===== src/rtl/btn_event.sv =====
// btn_event: turns the debounced button level into click / double-click /
// long-press pulses, a long-press hold level and a wrapping event counter.
// Short low gaps (fewer than REL samples) from the debounce pulse train are
// bridged and counted as pressed time.
// Optional feature macro: BTN_EVENT_DBL_EN enables the double-click window
// (WAIT2/PRESS2, win_cnt, dbl_o). Without it a release fires click_o directly.
module btn_event #(
  parameter int unsigned REL  = 4,
  parameter int unsigned LONG = 1000,
  parameter int unsigned DBL  = 500
) (
  input  logic       clk_i,
  input  logic       rst_ni,
  input  logic       btn_i,
  output logic       click_o,
  output logic       dbl_o,
  output logic       long_o,
  output logic       hold_o,
  output logic [7:0] evt_cnt_o
);

`ifdef BTN_EVENT_DBL_EN
  typedef enum logic [2:0] {IDLE, PRESS1, WAIT2, PRESS2, LONG_HOLD} state_t;
`else
  typedef enum logic [1:0] {IDLE, PRESS1, LONG_HOLD} state_t;
`endif

  state_t      state, state_next;
  logic [31:0] press_cnt, press_cnt_next;
  logic [31:0] low_cnt, low_cnt_next;
  logic [31:0] low_inc, press_inc;
  logic        release_hit, long_hit;
  logic        click_next, long_next, hold_next;
  logic [7:0]  evt_cnt_next;

`ifdef BTN_EVENT_DBL_EN
  logic [31:0] win_cnt, win_cnt_next, win_inc;
  logic        dbl_next;
`else
  logic        unused_dbl;
  assign unused_dbl = (DBL != 32'd0);
  assign dbl_o = 1'b0;
`endif

  // Shared counter arithmetic: a release is the REL-th consecutive low sample;
  // a long press is the edge on which the press counter would reach LONG.
  assign low_inc     = btn_i ? 32'd0 : low_cnt + 32'd1;
  assign press_inc   = press_cnt + 32'd1;
  assign release_hit = (low_inc == REL);
  assign long_hit    = (press_inc == LONG);
`ifdef BTN_EVENT_DBL_EN
  assign win_inc     = win_cnt + 32'd1;
`endif

  // Next-state, counter updates and next-cycle pulse values; release beats long.
  always_comb begin
    state_next     = state;
    press_cnt_next = press_cnt;
    low_cnt_next   = low_inc;
    click_next     = 1'b0;
    long_next      = 1'b0;
`ifdef BTN_EVENT_DBL_EN
    win_cnt_next   = win_cnt;
    dbl_next       = 1'b0;
`endif
    case (state)
      IDLE: begin
        low_cnt_next = 32'd0;
        if (btn_i) begin
          state_next     = PRESS1;
          press_cnt_next = 32'd1;
        end
      end
      PRESS1: begin
        press_cnt_next = press_inc;
        if (release_hit) begin
`ifdef BTN_EVENT_DBL_EN
          state_next   = WAIT2;
          win_cnt_next = 32'd0;
`else
          state_next   = IDLE;
          click_next   = 1'b1;
`endif
        end else if (long_hit) begin
          state_next = LONG_HOLD;
          long_next  = 1'b1;
        end
      end
`ifdef BTN_EVENT_DBL_EN
      WAIT2: begin
        low_cnt_next = 32'd0;
        if (btn_i) begin
          state_next     = PRESS2;
          press_cnt_next = 32'd1;
        end else begin
          win_cnt_next = win_inc;
          if (win_inc == DBL) begin
            state_next = IDLE;
            click_next = 1'b1;
          end
        end
      end
      PRESS2: begin
        press_cnt_next = press_inc;
        if (release_hit) begin
          state_next = IDLE;
          dbl_next   = 1'b1;
        end else if (long_hit) begin
          // The first press already completed, so it still counts as a click.
          state_next = LONG_HOLD;
          click_next = 1'b1;
          long_next  = 1'b1;
        end
      end
`endif
      LONG_HOLD: begin
        if (release_hit) begin
          state_next = IDLE;
        end
      end
      default: begin
        state_next = IDLE;
      end
    endcase
  end

  assign hold_next = (state_next == LONG_HOLD);

`ifdef BTN_EVENT_DBL_EN
  assign evt_cnt_next = evt_cnt_o + {7'd0, click_next} + {7'd0, dbl_next}
                      + {7'd0, long_next};
`else
  assign evt_cnt_next = evt_cnt_o + {7'd0, click_next} + {7'd0, long_next};
`endif

  // State, counters and registered outputs; reset drops any pending event.
  always_ff @(posedge clk_i or negedge rst_ni) begin
    if (!rst_ni) begin
      state     <= IDLE;
      press_cnt <= 32'd0;
      low_cnt   <= 32'd0;
      click_o   <= 1'b0;
      long_o    <= 1'b0;
      hold_o    <= 1'b0;
      evt_cnt_o <= 8'd0;
    end else begin
      state     <= state_next;
      press_cnt <= press_cnt_next;
      low_cnt   <= low_cnt_next;
      click_o   <= click_next;
      long_o    <= long_next;
      hold_o    <= hold_next;
      evt_cnt_o <= evt_cnt_next;
    end
  end

`ifdef BTN_EVENT_DBL_EN
  // Double-click window counter and registered double-click pulse.
  always_ff @(posedge clk_i or negedge rst_ni) begin
    if (!rst_ni) begin
      win_cnt <= 32'd0;
      dbl_o   <= 1'b0;
    end else begin
      win_cnt <= win_cnt_next;
      dbl_o   <= dbl_next;
    end
  end
`endif

endmodule

===== config.mk =====
export PLATFORM = sky130hd
export DESIGN_NAME = btn_event
export DESIGN_NICKNAME = d
export VERILOG_FILES = /design/src/rtl/btn_event.sv
export SDC_FILE = /design/constraint.sdc
export NUM_CORES = 1
export LEC_CHECK = 0
export ABC_AREA = 1
export BUFFER_PORTS_ARGS = -buffer_cell sky130_fd_sc_hd__buf_2
export CORE_ASPECT_RATIO = 0.7
export CORE_MARGIN = 1.5
export CORE_UTILIZATION = 35
export DETAILED_ROUTE_END_ITERATION = 12
export GPL_TIMING_DRIVEN = 0
export HOLD_SLACK_MARGIN = 0.08
export PLACE_DENSITY = 0.48
export SKIP_LAST_GASP = 1
export SYNTH_ARGS = -nofsm -noshare
export SYNTH_HDL_FRONTEND = slang
export SYNTH_SLANG_ARGS = --single-unit

===== constraint.sdc =====
create_clock -name clk_i -period 7.63 [get_ports clk_i]
set_input_delay 0.3815 -clock clk_i [delete_from_list [all_inputs] [get_ports clk_i]]
set_output_delay 0.3815 -clock clk_i [all_outputs]
set_load 0.05 [all_outputs]

==> metrics <==
Yosys cell types 34; R2R cell count 20; Setup crit end evt_cnt_o[6]; worst reg2reg path startpoint low_cnt[0]; power per cell area 252 nW/um^2; detailed-route DRC error count 0; worst rel slew slack 50.1%; Yosys top cell by area dfrtp_1; initial drt markers 442; Period Utilization, post-route 44.4%; setup TNS 0 ns; routed wire length 15,500 um; clk slew on worst S/H paths 0.06 ns; CP max FO 6; CTS tree built; FILL cells 1,615; Post-Place Setup Slack 4.29 ns; Mean Syn Cell Area 6.50 um^2; syn nets 832; RD Place Congestion 0.911; crit path capture type flop; Tmin final 3.38 ns; outcome finished, final reports clean; die height 107 um; IO Count 15; peak supply drop 98.7 uV; measured slew at the worst slew-check pin 0.748 ns; most frequent cells after synthesis 283 x nand2_1, 149 x nor2_1, 93 x inv_1, 78 x nand3_1, 77 x dfrtp_1; synth top area cells dfrtp_1 36%, nand2_1 20%, nor2_1 10%, nand3_1 7.3%, inv_1 6.5%; Syn Inst Count 825; die area 16,100 um^2; drt wl/cell 14.7 um; RSZ-0062 raised after global routing no; final net count 858; post-route antenna net violation count 0; WP data arrival 3.65 ns; largest net degree at the start of global routing 58; achievable clock frequency 295 MHz; Resized Gates After CTS 0; global-route wire length before repair 26,000 um; Slew Viols, Final 0; clk root buf clkbuf_16; share of layout cells above drive strength 1 9.12%; total congestion overflow 0; Worst R2R End evt_cnt_o[6]; Max Root-Sink Buffers 2; Leak 0.00297 uW; Worst path slowest cell dfrtp_1; Vias 5,108; Pwr Total 1510 uW; htree depth 3; Port Buffer Count 13; core area 14,900 um^2; max incr delay on CP 0.43 ns; most numerous cell in the Yosys netlist nand2_1; area added between synthesis and finish 11.7%; setup ws final 4.25 ns; via/cell ratio 4.86; EDFF count, synth 0; Detailed Routing Iterations Pass 1 5; clk_skew 0.00773 ns; DIE WIDTH 151 um; initial antenna violation count 0; Final setup viols 0; site row count 37; worst min-delay path category input port to flop; Worst-Skew Late Latency 0.35 ns; Final Hold Viols 0; share of the synthesized area in the top cell type 35.9%; Post-Syn Area 5370 um^2; Worst EP required 7.90 ns; max capacitance violation total 0; Inserted Clock Buffers 9; Post-synth ARST share 100%; vias in the first global route 4,915; total track usage 21.3%; Synth Flop Type dfrtp_1; crit path launch type flop; CP cell instances ha_1 > nand2_2 > nor2_8 > nand2_2 > nor2_4 > nand2_1 > nand3_2 > nand2_1 > nor2_1 > nand2_1 > nor2_1 > nand3_2 > nor2_4 > inv_2 > fa_1 > inv_1 > ha_1 > nand3_1 > nor2_1 > xor2_1; Seq/Total Area, Yosys 35.9%; Yosys reg bits 77; worst setup path class flop to flop; antenna fix cells 0; initial core utilization 36.1%; Warnings, synthesis 0; CP startpoint low_cnt[0]; FF-to-FF setup slack 4.25 ns; HPWL after detailed placement 12,100 um; Sink Count 77
-- where the power goes --
part           switching, uW  internal, uW
Clock                    174           245
Sequential              82.5           487
Combinational            377           147
Total                    634           879
-- per-stage QoR --
step / hold WS (ns) / cell area [um^2] / std cells / util (%)
3_3_place_gp: 0.463 / 5680 / 1033 / 38.2
5_1_grt: 0.268 / 5990 / 1050 / 40.3
3_5_place_dp: 0.301 / 5710 / 1034 / 38.4
2_1_floorplan: 0.0859 / 5370 / 825 / -
4_1_cts: 0.254 / 5990 / 1050 / 40.3
6_report: 0.265 / 5990 / 1050 / 40.3
-- kinds of logic (layout without fill, tap and decap cells) --
group | count (synthesis) | count (layout) | share of synthesized area (%)
buffers and inverters | 115 | 145 | 8.14
AOI/OAI and AO/OA | 47 | 47 | 5.48
DFF | 77 | 77 | 35.9
other | 1 | 1 | 0.0699
adders and majority gates | 4 | 4 | 1.07
xor gates and xnor gates | 11 | 11 | 1.94
and+or+nand+nor | 570 | 570 | 47.4
-- placed cells by master, fill, tap and decap left out, types with 8 or more instances in the layout --
master,n
nand4_1,8
o21bai_1,8
nand2_1,283
clkbuf_1,10
o21ai_0,11
clkbuf_16,9
nor2_4,10
nand3_1,78
dfrtp_1,77
inv_1,93
nand3_2,11
o22ai_1,21
nor2_1,149
buf_2,13
-- critical path: cells and delay by family, from the launching register on --
kind,cells,cell delay [ns]
buffers and inverters,2,0.13
DFF,1,0.43
adders and majority gates,3,0.79
and+or+nand+nor,14,1.79
xor gates and xnor gates,1,0.14
-- worst min-delay path by stage --
| stage | from | end | depth (start not counted) |
|---|---|---|---|
| after floorplan | rst_ni | click_o | 0 |
| after global placement | evt_cnt_o[7] | evt_cnt_o[7] | 1 |
| after detailed placement | rst_ni | press_cnt[2] | 1 |
| after CTS | btn_i | low_cnt[1] | 2 |
| after global routing | btn_i | low_cnt[1] | 2 |
| final | btn_i | low_cnt[1] | 2 |
-- repair_timing --
item,in CTS,in global routing
setup buffers,0,0
hold buffers,1,0
hold endpoints to repair,20,0
-- layer usage --
metal,GRT usage [%],wire length (um),vias up
met4,3.81,109,0
li1,-,-,2639
met1,34.7,8760,2370
met3,4.64,695,8
met2,28.1,5900,91
met5,0,0,-
-- final cells by class --
| type | instances | area (um^2) | area share (%) |
|---|---|---|---|
| clock inverters | 1 | 5.00 | 0.0835 |
| flip-flops and latches | 77 | 1930 | 32.1 |
| repair buffers | 15 | 105 | 1.75 |
| plain buffers | 12 | 50.0 | 0.835 |
| inverters | 103 | 387 | 6.45 |
| multi-input cells | 633 | 3000 | 50.1 |
| well taps | 195 | 244 | 4.07 |
| clock buffers | 14 | 274 | 4.57 |
-- state kept, by name, indices dropped and copies added, names as in the netlist --
name / flops
press_cnt: 32
hold_o: 1
long_o: 1
evt_cnt_o: 8
click_o: 1
low_cnt: 32
state: 2
Note: power is estimated with default switching activity, not from simulation.
